--- src/rtl/traffic_req_conditioner.sv ---
// traffic_req_conditioner
// Front end of the traffic-light controller. Each car sensor is synchronized
// and debounced, then presented to the light FSM as a steady request level
// until the fed-back light shows that direction green. A sticky starve flag
// marks requests that have waited TIMEOUT cycles.

// One sensor channel: synchronizer, debounce/hold FSM and starvation timer.
module traffic_req_conditioner_chan #(
    parameter int         DEB_CYCLES = 4,
    parameter int         CNT_W      = 3,
    parameter int         TIMEOUT    = 64,
    parameter int         TO_W       = 7,
    parameter logic [1:0] SERVE_CODE = 2'b01
) (
    input  logic       clk,
    input  logic       reset,
    input  logic       raw,
    input  logic [1:0] light,
    output logic       req,
    output logic       starve
);

    typedef enum logic [1:0] {
        IDLE   = 2'd0,
        QUAL   = 2'd1,
        PEND   = 2'd2,
        SERVED = 2'd3
    } state_t;

    localparam logic [CNT_W-1:0] CNT_ONE  = CNT_W'(1);
    localparam logic [CNT_W-1:0] CNT_LAST = CNT_W'(DEB_CYCLES - 1);
    localparam logic [TO_W-1:0]  TO_ONE   = TO_W'(1);
    localparam logic [TO_W-1:0]  TO_MAX   = TO_W'(TIMEOUT);

    state_t           state;
    logic             s1;
    logic             s;
    logic [CNT_W-1:0] cnt;
    logic [TO_W-1:0]  to_cnt;

    // Two-flop synchronizer; only s is allowed to reach the FSM.
    // NOTE: the raw sensor may change at any time, so it must never feed
    // decision logic directly; s1 absorbs metastability, s is the clean copy.
    always_ff @(posedge clk or negedge reset) begin
        if (!reset) begin
            s1 <= 1'b0;
            s  <= 1'b0;
        end else begin
            // NOTE: non-blocking assignments make s take the old s1, which is
            // what builds the two-stage pipeline; blocking would collapse it.
            s1 <= raw;
            s  <= s1;
        end
    end

    // Debounce, request hold and starvation timing for this direction.
    always_ff @(posedge clk or negedge reset) begin
        if (!reset) begin
            state  <= IDLE;
            cnt    <= '0;
            to_cnt <= '0;
            starve <= 1'b0;
        end else begin
            case (state)
                IDLE: begin
                    if (s) begin
                        state <= QUAL;
                        cnt   <= CNT_ONE;
                    end
                end
                QUAL: begin
                    // Any low sample while qualifying is treated as bounce.
                    if (!s) begin
                        state <= IDLE;
                        cnt   <= '0;
                    end else if (cnt == CNT_LAST) begin
                        state  <= PEND;
                        cnt    <= '0;
                        to_cnt <= '0;
                    end else begin
                        cnt <= cnt + CNT_ONE;
                    end
                end
                PEND: begin
                    // Service wins over the timer on the same edge.
                    if (light == SERVE_CODE) begin
                        state  <= SERVED;
                        to_cnt <= '0;
                    end else if (to_cnt != TO_MAX) begin
                        to_cnt <= to_cnt + TO_ONE;
                        if (to_cnt == TO_MAX - TO_ONE) begin
                            starve <= 1'b1;
                        end
                    end
                end
                SERVED: begin
                    // The car has to leave before a new request can start.
                    if (!s) begin
                        state <= IDLE;
                    end
                end
                default: state <= IDLE;
            endcase
        end
    end

    // Request is a pure decode of the state register, so it is glitch-free.
    assign req = (state == PEND);

endmodule

// Top: two identical, independent channels; arbitration is left to the FSM.
module traffic_req_conditioner #(
    parameter int         DEB_CYCLES = 4,
    parameter int         CNT_W      = 3,
    parameter int         TIMEOUT    = 64,
    parameter int         TO_W       = 7,
    parameter logic [1:0] LIGHT_N    = 2'b01,
    parameter logic [1:0] LIGHT_W    = 2'b10
) (
    input  logic       clk,
    input  logic       reset,
    input  logic       raw_n,
    input  logic       raw_w,
    input  logic [1:0] light,
    output logic       n,
    output logic       w,
    output logic       starve_n,
    output logic       starve_w
);

    traffic_req_conditioner_chan #(
        .DEB_CYCLES (DEB_CYCLES),
        .CNT_W      (CNT_W),
        .TIMEOUT    (TIMEOUT),
        .TO_W       (TO_W),
        .SERVE_CODE (LIGHT_N)
    ) u_north (
        .clk    (clk),
        .reset  (reset),
        .raw    (raw_n),
        .light  (light),
        .req    (n),
        .starve (starve_n)
    );

    traffic_req_conditioner_chan #(
        .DEB_CYCLES (DEB_CYCLES),
        .CNT_W      (CNT_W),
        .TIMEOUT    (TIMEOUT),
        .TO_W       (TO_W),
        .SERVE_CODE (LIGHT_W)
    ) u_west (
        .clk    (clk),
        .reset  (reset),
        .raw    (raw_w),
        .light  (light),
        .req    (w),
        .starve (starve_w)
    );

endmodule

--- config.mk ---
export PLATFORM = sky130hd
export DESIGN_NAME = traffic_req_conditioner
export DESIGN_NICKNAME = d
export VERILOG_FILES = /design/src/rtl/traffic_req_conditioner.sv
export SDC_FILE = /design/constraint.sdc
export NUM_CORES = 1
export LEC_CHECK = 0
export CAP_MARGIN = 20
export CELL_PAD_IN_SITES_DETAIL_PLACEMENT = 0
export CELL_PAD_IN_SITES_GLOBAL_PLACEMENT = 2
export CORE_AREA = 2 2 93 59
export CTS_CLUSTER_DIAMETER = 30
export DETAILED_ROUTE_END_ITERATION = 8
export DIE_AREA = 0 0 95 61
export GPL_ROUTABILITY_DRIVEN = 0
export PLACE_DENSITY = 0.76
export SLEW_MARGIN = 10
export SYNTH_ARGS = -nofsm -noshare
export SYNTH_HDL_FRONTEND = slang
export SYNTH_HIERARCHICAL = 1
export SYNTH_SLANG_ARGS = --single-unit
--- constraint.sdc ---
create_clock -name clk -period 2 [get_ports clk]
set_input_delay 0.4 -clock clk [delete_from_list [all_inputs] [get_ports clk]]
set_output_delay 0.4 -clock clk [all_outputs]
set_load 0.05 [all_outputs]
==> metrics.cfg <==
[critical_path]
crit_type=flop to primary output
cp_slowest_cell=clkdlybuf4s50_1
startpoint_type=flop
slowest_delay_ns=0.81
path_buf_inv=1
worstPathArrival_ns=1.42
required_ns=1.60
crit_chain=clkdlybuf4s50_1
path_delay_family=buffers and inverters
cp_max_fo=2
endpoint_kind=primary output

[power_and_ir_drop]
combPwrFrac=0.487
p_sw_frac=0.403
power.density_mw_per_mm2=1250
seqPwrFrac=0.331
power_switching_mw=0.983
vdd_drop_max_uv=749
cell_internal_pwr_mw=1.46
pwr-share-clk=0.183
p_leak_nw=0.951

[status]
status=finished clean

[timing]
clock_skew_ns=0.00386
tns_ns=0
min_period_ns=1.82
drv_slew=0
tightest_slew_ns=0.506
hold_viol=0
max_freq_mhz=548
rsz0062_at_grt=false
finalSetupViolCount=0
max-slew-margin-rel=0.661
post-route-period-util=0.912

[synthesis]
synth.top_cell.area_share=0.449
ys_seq_area_frac=0.449
yosysWarnings=6
synth_nets=176
ys_seq_elements=30
syn_inst=156
avgSynthCellArea_um2=10.7
synth_top_area_cell=dfrtp_1
synthTopCellsByCount=dfrtp_1, ha_1, inv_1
synthTopCellsByArea=dfrtp_1, ha_1, a22o_1, o21ai_0, inv_1
synth-edff-count=0
yosysMostFrequentCell=dfrtp_1
synth_area_mm2=0.00167
synth_flop_cell=dfrtp_1
ys_types=29
ys_async_sr_fraction=1.00

[layout]
fill_cells=467
final_net_count=193
drive_above_1_share=0.173
antenna_cells=0
fin_cells=239
area_delta_synth_final_pct=16.7
postLayoutCoreUtil=0.396

[global_route]
grt_pass1_wl_mm=5.49
antenna_found_initial=0
grt_use_total=0.126
grt_max_degree=31
gr-total-overflow=0
grt_pass1_vias=1155

[die]
rows=20
core_area_mm2=0.00493
dieWidth_um=95
die_h_um=61
dieArea_mm2=0.00580
ios=10
start_util=0.339

[clock_tree]
clk_latency_ns=0.27
cts_buffers=5
cts_hold_buf=0
cts_buffer_depth=2
clkTransAtPathRegs_ns=0.06
tritoncts=yes
htreeDepth=2
clockRootBuffer=clkbuf_8
postCtsResizedCells=0
cts_sinks=30
post_cts_buffers=0

[route]
ant_nets=0
wl_per_cell_um=13.3
vias=1211
wirelength_mm=3.17
firstDrtPassIters=4
drtIter0Drc=39
drc=0
viasPerCell=5.07

[placement]
dp_hpwl_mm=2.40
dp_cells=232
port_buffers=9

[min_path]
hold_class=flop to flop

[flow_run]
maxCapViolations=0

[flip-flops by register name, indices dropped and copies added (netlist names), named ones only]
name and cells:
u_west/cnt 3, u_west/state 1, u_west/starve 1, u_north/state 1, u_north/s1 1, u_north/starve 1
u_west/s 1, u_north/s 1, u_west/to_cnt 7, u_north/cnt 3, u_west/s1 1, u_north/to_cnt 7
[cell families after synthesis]
group           share of synthesized area
buf+inv                            0.0314
simple gates                        0.175
flops                               0.449
fa+ha+maj                           0.105
compound gates                      0.210
mux                                0.0299
[area by class of cell]
cell class / count / area, µm² / share of cell area
multi-input combinational: 112 / 868 / 0.445
sequential: 30 / 751 / 0.385
timing repair buffer: 10 / 118 / 0.0603
tap: 66 / 82.6 / 0.0423
clock buffer: 5 / 68.8 / 0.0353
inverter: 14 / 52.6 / 0.0269
clock inverter: 2 / 10.0 / 0.00513
[through the flow]
step | area, µm² | worst slack [ns] | hold WS (ns) | power [mW]
after floorplan | 1670 | 0.334 | 0.104 | 1.70
after global placement | 1870 | 0.158 | 0.335 | 1.99
after detailed placement | 1870 | 0.0840 | 0.335 | 2.00
after CTS | 1950 | 0.158 | 0.350 | 2.47
after global routing | 1950 | 0.126 | 0.352 | 2.67
final | 1950 | 0.175 | 0.347 | 2.44
[power groups by stage]
stage	clock, mW	sequential [mW]	combinational, mW
floorplan	0	0.792	0.904
global placement	0	0.809	1.18
detailed placement	0	0.813	1.19
CTS	0.473	0.804	1.20
global route	0.503	0.823	1.34
finish	0.446	0.806	1.19
[routing by layer]
metal  global-route usage  up-vias  part of all wire
li1                     -      602                 -
met1                0.181      598              0.55
met2                0.181        9              0.42
met3               0.0373        2             0.023
met4               0.0414        0            0.0035
met5                    0        -                 0
[worst register-to-register path, cell delays in order (launching register included)]
cell	delay, ns
dfrtp_1	0.39
inv_1	0.09
ha_1	0.29
o21a_1	0.18
nor4_1	0.34
mux2i_1	0.25
[cells in the final DEF (no fill, tap or decap), drive strengths merged]
| cell | n |
|---|---|
| a22o | 12 |
| o31ai | 2 |
| mux2 | 2 |
| clkdlybuf4s50 | 7 |
| clkbuf | 5 |
| buf | 3 |
| inv | 14 |
| nor2 | 4 |
| nand2b | 4 |
| nand3b | 2 |
| and3b | 2 |
| mux2i | 2 |
| dfrtp | 30 |
| and2b | 2 |
| nor4 | 4 |
| o21ai | 18 |
| o2bb2ai | 2 |
| o32a | 2 |
| a32o | 2 |
| clkinv | 2 |
| nor3 | 4 |
| a21o | 2 |
| o21a | 6 |
| ha | 14 |
| and3 | 10 |
| nor2b | 8 |
| nand2 | 8 |
[final timing paths]
path                                                  start                  end  slack, ns  cells past startpoint
worst min register to register          u_west/s1$_DFF_PN0_   u_west/s$_DFF_PN0_       0.35                      0
worst max-delay path              u_west/starve$_DFFE_PN0P_             starve_w       0.18                      1
max in group asynchronous                             reset            async pin       1.19                      2
worst max register to register  u_west/state[0]$_DFFE_PN0P_                 flop       0.35                      5
min in group asynchronous                             reset  u_west/s1$_DFF_PN0_       0.52                      2
worst min-delay path                    u_west/s1$_DFF_PN0_   u_west/s$_DFF_PN0_       0.35                      0
Power figures use the tool's default switching activity.
